===== src/rtl/pong_game_ctrl.sv =====
// Pong game-flow controller: serve/play/point/over sequencing, score keeping and ball gating.
// Optional AUTO_SERVE_EN macro: SERVE also leaves to PLAY after SERVE_DELAY_FRAMES frame ticks.
module pong_game_ctrl #(
  parameter int WIN_SCORE          = 7,
  parameter int POINT_HOLD_FRAMES  = 60,
  parameter int SERVE_DELAY_FRAMES = 120
) (
  input  logic       clk,
  input  logic       rst_n,
  input  logic       vsync,
  input  logic       serve_n,
  input  logic       goal_0,
  input  logic       goal_1,
  output logic       ball_run,
  output logic       ball_home,
  output logic       serve_dir,
  output logic [3:0] score0,
  output logic [3:0] score1,
  output logic [1:0] phase,
  output logic [1:0] winner
);

  typedef enum logic [1:0] {
    ST_SERVE = 2'd0,
    ST_PLAY  = 2'd1,
    ST_POINT = 2'd2,
    ST_OVER  = 2'd3
  } state_t;

  localparam logic [3:0] WIN   = 4'(WIN_SCORE);
  localparam logic [7:0] HOLD  = 8'(POINT_HOLD_FRAMES);
  localparam logic [7:0] DELAY = 8'(SERVE_DELAY_FRAMES);
`ifdef AUTO_SERVE_EN
  localparam bit AUTO_EN = 1'b1;
`else
  localparam bit AUTO_EN = 1'b0;
`endif

  state_t     state, state_nxt;
  logic       serve_p0, serve_p1, serve_p2, serve_press;
  logic       vsync_p0, vsync_p1, frame_tick;
  logic [7:0] frame_cnt;
  logic [3:0] score0_nxt, score1_nxt;
  logic [1:0] winner_nxt;
  logic       dir_nxt;
  logic       hold_done, serve_timeout;

  function automatic logic [3:0] sat_inc(input logic [3:0] s);
    return (s >= WIN) ? WIN : s + 4'd1;
  endfunction

  // Input conditioning: serve button synchronizer + edge register, vsync edge detect
  always_ff @(posedge clk or negedge rst_n) begin
    if (!rst_n) begin
      serve_p0    <= 1'b1;
      serve_p1    <= 1'b1;
      serve_p2    <= 1'b1;
      serve_press <= 1'b0;
      vsync_p0    <= 1'b1;
      vsync_p1    <= 1'b1;
      frame_tick  <= 1'b0;
    end else begin
      serve_p0    <= serve_n;
      serve_p1    <= serve_p0;
      serve_p2    <= serve_p1;
      serve_press <= serve_p2 & ~serve_p1;
      vsync_p0    <= vsync;
      vsync_p1    <= vsync_p0;
      frame_tick  <= vsync_p1 & ~vsync_p0;
    end
  end

  assign hold_done     = frame_tick && (frame_cnt + 8'd1 == HOLD);
  assign serve_timeout = frame_tick && (frame_cnt + 8'd1 == DELAY);

  always_comb begin
    state_nxt  = state;
    score0_nxt = score0;
    score1_nxt = score1;
    winner_nxt = winner;
    dir_nxt    = serve_dir;
    case (state)
      ST_SERVE: begin
        if (serve_press || (AUTO_EN && serve_timeout))
          state_nxt = ST_PLAY;
      end
      ST_PLAY: begin
        // goal_0 wins a simultaneous double goal
        if (goal_0) begin
          score1_nxt = sat_inc(score1);
          dir_nxt    = 1'b0;
          state_nxt  = ST_POINT;
        end else if (goal_1) begin
          score0_nxt = sat_inc(score0);
          dir_nxt    = 1'b1;
          state_nxt  = ST_POINT;
        end
      end
      ST_POINT: begin
        if (hold_done) begin
          if (score0 == WIN) begin
            winner_nxt = 2'b01;
            state_nxt  = ST_OVER;
          end else if (score1 == WIN) begin
            winner_nxt = 2'b10;
            state_nxt  = ST_OVER;
          end else begin
            state_nxt  = ST_SERVE;
          end
        end
      end
      ST_OVER: begin
        if (serve_press) begin
          score0_nxt = 4'd0;
          score1_nxt = 4'd0;
          winner_nxt = 2'b00;
          state_nxt  = ST_SERVE;
        end
      end
      default: state_nxt = ST_SERVE;
    endcase
  end

  // Game state register; frame counter restarts on every phase change
  always_ff @(posedge clk or negedge rst_n) begin
    if (!rst_n) begin
      state     <= ST_SERVE;
      score0    <= 4'd0;
      score1    <= 4'd0;
      winner    <= 2'b00;
      serve_dir <= 1'b0;
      frame_cnt <= 8'd0;
    end else begin
      state     <= state_nxt;
      score0    <= score0_nxt;
      score1    <= score1_nxt;
      winner    <= winner_nxt;
      serve_dir <= dir_nxt;
      if (state_nxt != state)
        frame_cnt <= 8'd0;
      else if (frame_tick)
        frame_cnt <= frame_cnt + 8'd1;
    end
  end

  assign phase     = state;
  assign ball_run  = (state == ST_PLAY);
  assign ball_home = (state != ST_PLAY);

endmodule

===== config.mk =====
export PLATFORM = sky130hd
export DESIGN_NAME = pong_game_ctrl
export DESIGN_NICKNAME = d
export VERILOG_FILES = /design/src/rtl/pong_game_ctrl.sv
export SDC_FILE = /design/constraint.sdc
export NUM_CORES = 1
export LEC_CHECK = 0
export CAP_MARGIN = 20
export CORE_UTILIZATION = 55
export DETAILED_ROUTE_END_ITERATION = 6
export DONT_BUFFER_PORTS = 1
export PLACE_DENSITY = 0.72
export SLEW_MARGIN = 10
export SYNTH_ARGS = -nofsm -noshare
export SYNTH_HDL_FRONTEND = slang
export SYNTH_SLANG_ARGS = --single-unit

===== constraint.sdc =====
create_clock -name clk -period 2.33 [get_ports clk]
set_input_delay 0.466 -clock clk [delete_from_list [all_inputs] [get_ports clk]]
set_output_delay 0.466 -clock clk [all_outputs]
set_load 0.02 [all_outputs]

---- Yosys cells after proc, flatten, opt, wreduce, memory -nomap -nowiden ----
Index checks and enable logic that the tools add are counted.
cells by class
  bitwise logic cells ..................... 4
  $lt $le $gt $ge ......................... 2
  mux-type cells .......................... 25
  add/sub/neg operators ................... 3
  reductions and logical operators ........ 10
  equality and inequality tests ........... 14
operators by type and width
  cell                 count
  $mux 4               6
  $mux 2               11
  $mux 8               2
  $pmux 4 s2           2
  $ne 2x2->1 const B   5
  $add 4x1->4 const B  2
  $add 8x1->8 const B  1
  $eq 4x3->1 const B   2
  $eq 8x6->1 const B   1
  $ge 4x3->1 const B   2
  $pmux 2 s4           1
  $reduce_and 4->1     2
  $reduce_bool 2->1    4
  $eq 2x2->1 const B   2
  $pmux 2 s2           1
  $ne 3x3->1 const B   1
  $reduce_and 3->1     1
  $and 1x1->1          2
  $eq 2x1->1 const B   1
  $logic_not 2->1      1
  $mux 1               2
  $ne 2x1->1 const B   1
  $ne 2x2->1           1
  $not 1->1            2
  other kinds (2)      2
word-level totals
  input bits .............................. 6
  output and inout port bits .............. 15
  flip-flop bits (word level) ............. 28
  word-level logic and storage cells ...... 71

---- Longest topological paths before layout ----
  depth in word-level cells ............... 7
  depth in mapped cells ................... 5
  depth with buffers taken out ............ 5

---- Least setup slack after synthesis ----
OpenSTA, ideal clock, no wires.
  path type ............................... reg2reg
  start point ............................. reg frame_cnt[0]
  end point ............................... reg winner[1]
  slack ................................... 633 ps
  period minus slack after synthesis ...... 1697 ps
  buffers on the path ..................... 0
  required time ........................... 2243 ps
  cell stages (with the launch flop) ...... 6
  library setup time ...................... 87 ps
  arrival time ............................ 1610 ps
  cells stage by stage .................... dfrtp_1 ha_1 xor2_1 nand4_2 or4_1 o211ai_1
on the way
  word-level cells in the longest chain between the ends .. 5
RTL lines
  what                        line  text
  start, declared             42    logic [7:0] frame_cnt;
  start signal, assigned      142   frame_cnt <= frame_cnt + 8'd1;
  $add 8x1->8                 73    assign hold_done = frame_tick && (frame_cnt + 8'd1 == HOLD);
  $eq 8x6->1                  73
  $logic_and 1x1->1           73
  $ne 2x2->1 (no line)        --
  $reduce_and 4->1 (no line)  --
  end signal, assigned        137   winner <= winner_nxt;
  end, declared               20    output logic [1:0] winner
No other way between the ends.
A chain may end at the register's enable or synchronous reset.

---- Worst setup path in the final report ----
  start point ............................. reg state[0] (netlist: phase[0])
  end point ............................... out ball_home
on the way
  word-level cells in the longest chain between the ends .. 1
RTL lines
  what                    line  text
  start, declared         39    state_t state, state_nxt;
  start signal, assigned  134   state <= state_nxt;
  $ne 2x1->1              148   assign ball_home = (state != ST_PLAY);
  end, declared           15    output logic ball_home,
No other way between the ends.

==> results by group <==
Critical path
  – Max stage delay on crit path: 690 ps
  – Buffer and inverter count on the worst path: 2
  – WP data required: 1860 ps
  – Kind of critical path: flop to output pin
  – Worst path slowest cell: dfrtp_1
  – CP Launch Type: flop
  – Setup crit end kind: output pin
  – Crit-path max FO: 13
  – Critical path, cell by cell: nor2b_1 -> buf_4 -> inv_1
  – Worst Path Arrival: 1510 ps
  – Cell family contributing the most delay on the critical path: flip-flops

Floorplanning
  – Die height: 52.05 um
  – Core Rows: 17
  – Starting density of the core: 60.53%
  – Die ar.: 0.002709 sq mm
  – Die Width: 52.05 um
  – Core area: 0.002276 sq mm
  – IO Pins: 21

Global routing
  – GRT Overall Usage: 21.61%
  – Initial antenna violation count: 0
  – First-pass GRT wire length: 4257 um
  – Number of global-route vias before repair: 980
  – Total grt overflow: 0
  – Largest net degree at the start of global routing: 29

STA
  – Setup violations, final: 0
  – Endpoints failing hold: 0
  – Setup TNS: 0 ps
  – Tmin final: 1973 ps
  – Unrepaired setup endpoints after global routing: false
  – Max Freq: 506.7 MHz
  – Slew at the pin closest to its max-slew limit: 557.4 ps
  – Clk_skew: 4.730 ps
  – Slew headroom: 62.59%
  – Period utilization: 84.70%
  – Slew Limit Fails: 0

Pwr
  – Pwr/cell area: 1097 mW/mm^2
  – Worst VDD drop: 0.0007530 V
  – Total power: 0.001624 W
  – Leak: 0.6383 nW

Place
  – IO buf count: 0
  – Dpl cells: 155
  – Gp weighted congestion: 0.7795
  – Final HPWL DP: 1681 um

Worst hold path
  – Type of the most critical hold path: input port to flop

CTS
  – Clk slew on worst S/H paths: 140 ps
  – CTS buffer count: 3
  – CTS HTree Levels: 1
  – Later-pin clock latency in the skew report: 320 ps
  – CTS tree: built
  – Clock sinks: 28
  – Post_cts resized: 0
  – Maximum clock path buffer count: 2
  – Clock root buffer: clkbuf_4

Logic synthesis
  – EDFF count, synth: 0
  – Mapped Avg Cell Area: 10.60 sq um
  – Main synth FF type: dfrtp_1
  – Yosys reg bits: 28
  – Synth Instances: 130
  – Mapped cell area: 0.001378 sq mm
  – Async set-reset flop share out of synthesis: 100.0%
  – Synth Area in Compound Gates: 15.53%
  – Sequential fraction of the synthesis area: 51.32%
  – Library cells used by synthesis: 36
  – Mux share of post-synthesis cell area: 0.7266%
  – Syn Nets: 140
  – Warnings from Yosys: 0
  – Largest family of logic cells by synthesized area: simple AND/OR/NAND/NOR gates
  – Post-Synth Simple-Gate Area: 19.26%
  – Post-Synth XOR/XNOR Area: 7.084%
  – Post-Synth Adder-Cell Area: 3.633%

Flow run
  – Max_cap viols: 0

Routing
  – Pre-Repair DR Iteration Count: 4
  – WL per Instance: 14.98 um
  – # DRC: 0
  – Total number of vias: 988
  – Iter 0 DRT Violations: 21
  – Final wirelength: 2412 um
  – DRT antenna net count: 0
  – Via/cell ratio: 6.137

Final layout
  – Layout net count: 144
  – Core Util, Final: 65.04%
  – Layout cells sized above 1: 12.78%
  – Inserted Diodes: 0
  – Fillers: 174
  – Final non-filler cell total: 161
  – Area delta synth->final: 7.448%

Status
  – Status: finished, final reports clean
## timing repair
action	CTS	global route
setup buffers	0	0
hold buffers	2	0
hold endpoints to repair	28	0
endpoints found under the setup margin	0	0
## through the flow
step                worst slack, ps  area, sq um  hold slack, ps
floorplan                     632.9         1378           170.4
global placement              480.9         1398           171.0
detailed placement            451.2         1398           171.0
CTS                           341.5         1480           102.0
global route                  218.8         1480           86.78
finish                        356.6         1480           120.4
## final cells by class
cell class	count	area (sq um)	share of cell area, %
Sequential cell	28	706.9	47.76
Multi-Input combinational cell	95	636.9	43.03
Timing Repair Buffer	3	37.54	2.536
Tap cell	28	35.03	2.367
Clock inverter	1	30.03	2.029
Clock buffer	3	22.52	1.522
Inverter	3	11.26	0.7608
## cells in the final DEF, fill, tap and decap left out, drive strengths merged, types with 3 or more instances in the layout
cell / count
nor2b: 5
xnor2: 4
a21oi: 15
o211ai: 3
xor2: 5
clkbuf: 3
nand3: 3
nand4: 4
dfstp: 5
a31oi: 5
ha: 4
dfrtp: 23
nor2: 10
nand2: 13
inv: 3
o21a: 3
## final timing paths
kind | cells after the start | start | endpoint | slack (ps)
worst max-delay path | 3 | phase[0] | ball_home | 360
worst min-delay path | 0 | vsync | vsync_p0 | 120
worst max register to register | 5 | score0[0] | winner[0] | 410
worst min register to register | 0 | serve_p0 | serve_p1 | 370
max in group asynchronous | 2 | rst_n | serve_p2 | 1540
min in group asynchronous | 2 | rst_n | frame_cnt[6] | 550
## cell families after synthesis
logic type      count (synthesis)
fa+ha+maj                       4
buf+inv                         7
simple gates                   47
mux                             1
compound gates                 34
xor+xnor                        9
flops                          28
## metal layers
| metal | track usage [%] | vias to the layer above | wire length, um |
|---|---|---|---|
| met1 | 26.94 | 475 | 1055 |
| li1 | - | 477 | - |
| met4 | 5.405 | 0 | 16 |
| met5 | 0 | - | 0 |
| met2 | 36.75 | 34 | 1210 |
| met3 | 5.848 | 2 | 130 |
## Yosys cell counts, drive strengths merged, types with 3 or more instances
master / count / area share [%]
inv: 3 / 0.82
nand2: 13 / 3.5
a21oi: 15 / 5.4
xnor2: 4 / 3.9
o21a: 3 / 1.6
ha: 4 / 3.6
dfstp: 5 / 9.5
nand4: 4 / 2.3
o211ai: 3 / 1.6
xor2: 5 / 3.2
dfrtp: 23 / 42
nor2: 10 / 2.7
nor2b: 5 / 2.3
nand3: 3 / 1.1
a31oi: 5 / 2.3
## where the power goes
group          total [W]  internal [W]  switching, W  leakage [nW]
Clock           0.000311      0.000174      0.000137        0.0279
Combinational   0.000454      0.000187      0.000267         0.256
Sequential      0.000859      0.000594      0.000265         0.354
## registers in the layout, summed over array words and instances (netlist names)
| signal | flops |
|---|---|
| frame_tick | 1 |
| score1 | 4 |
| serve_p1 | 1 |
| serve_p0 | 1 |
| vsync_p0 | 1 |
| score0 | 4 |
| vsync_p1 | 1 |
| serve_dir | 1 |
| frame_cnt | 8 |
| phase | 2 |
| serve_press | 1 |
| serve_p2 | 1 |
| winner | 2 |
Note: power is estimated with default switching activity, not from simulation.
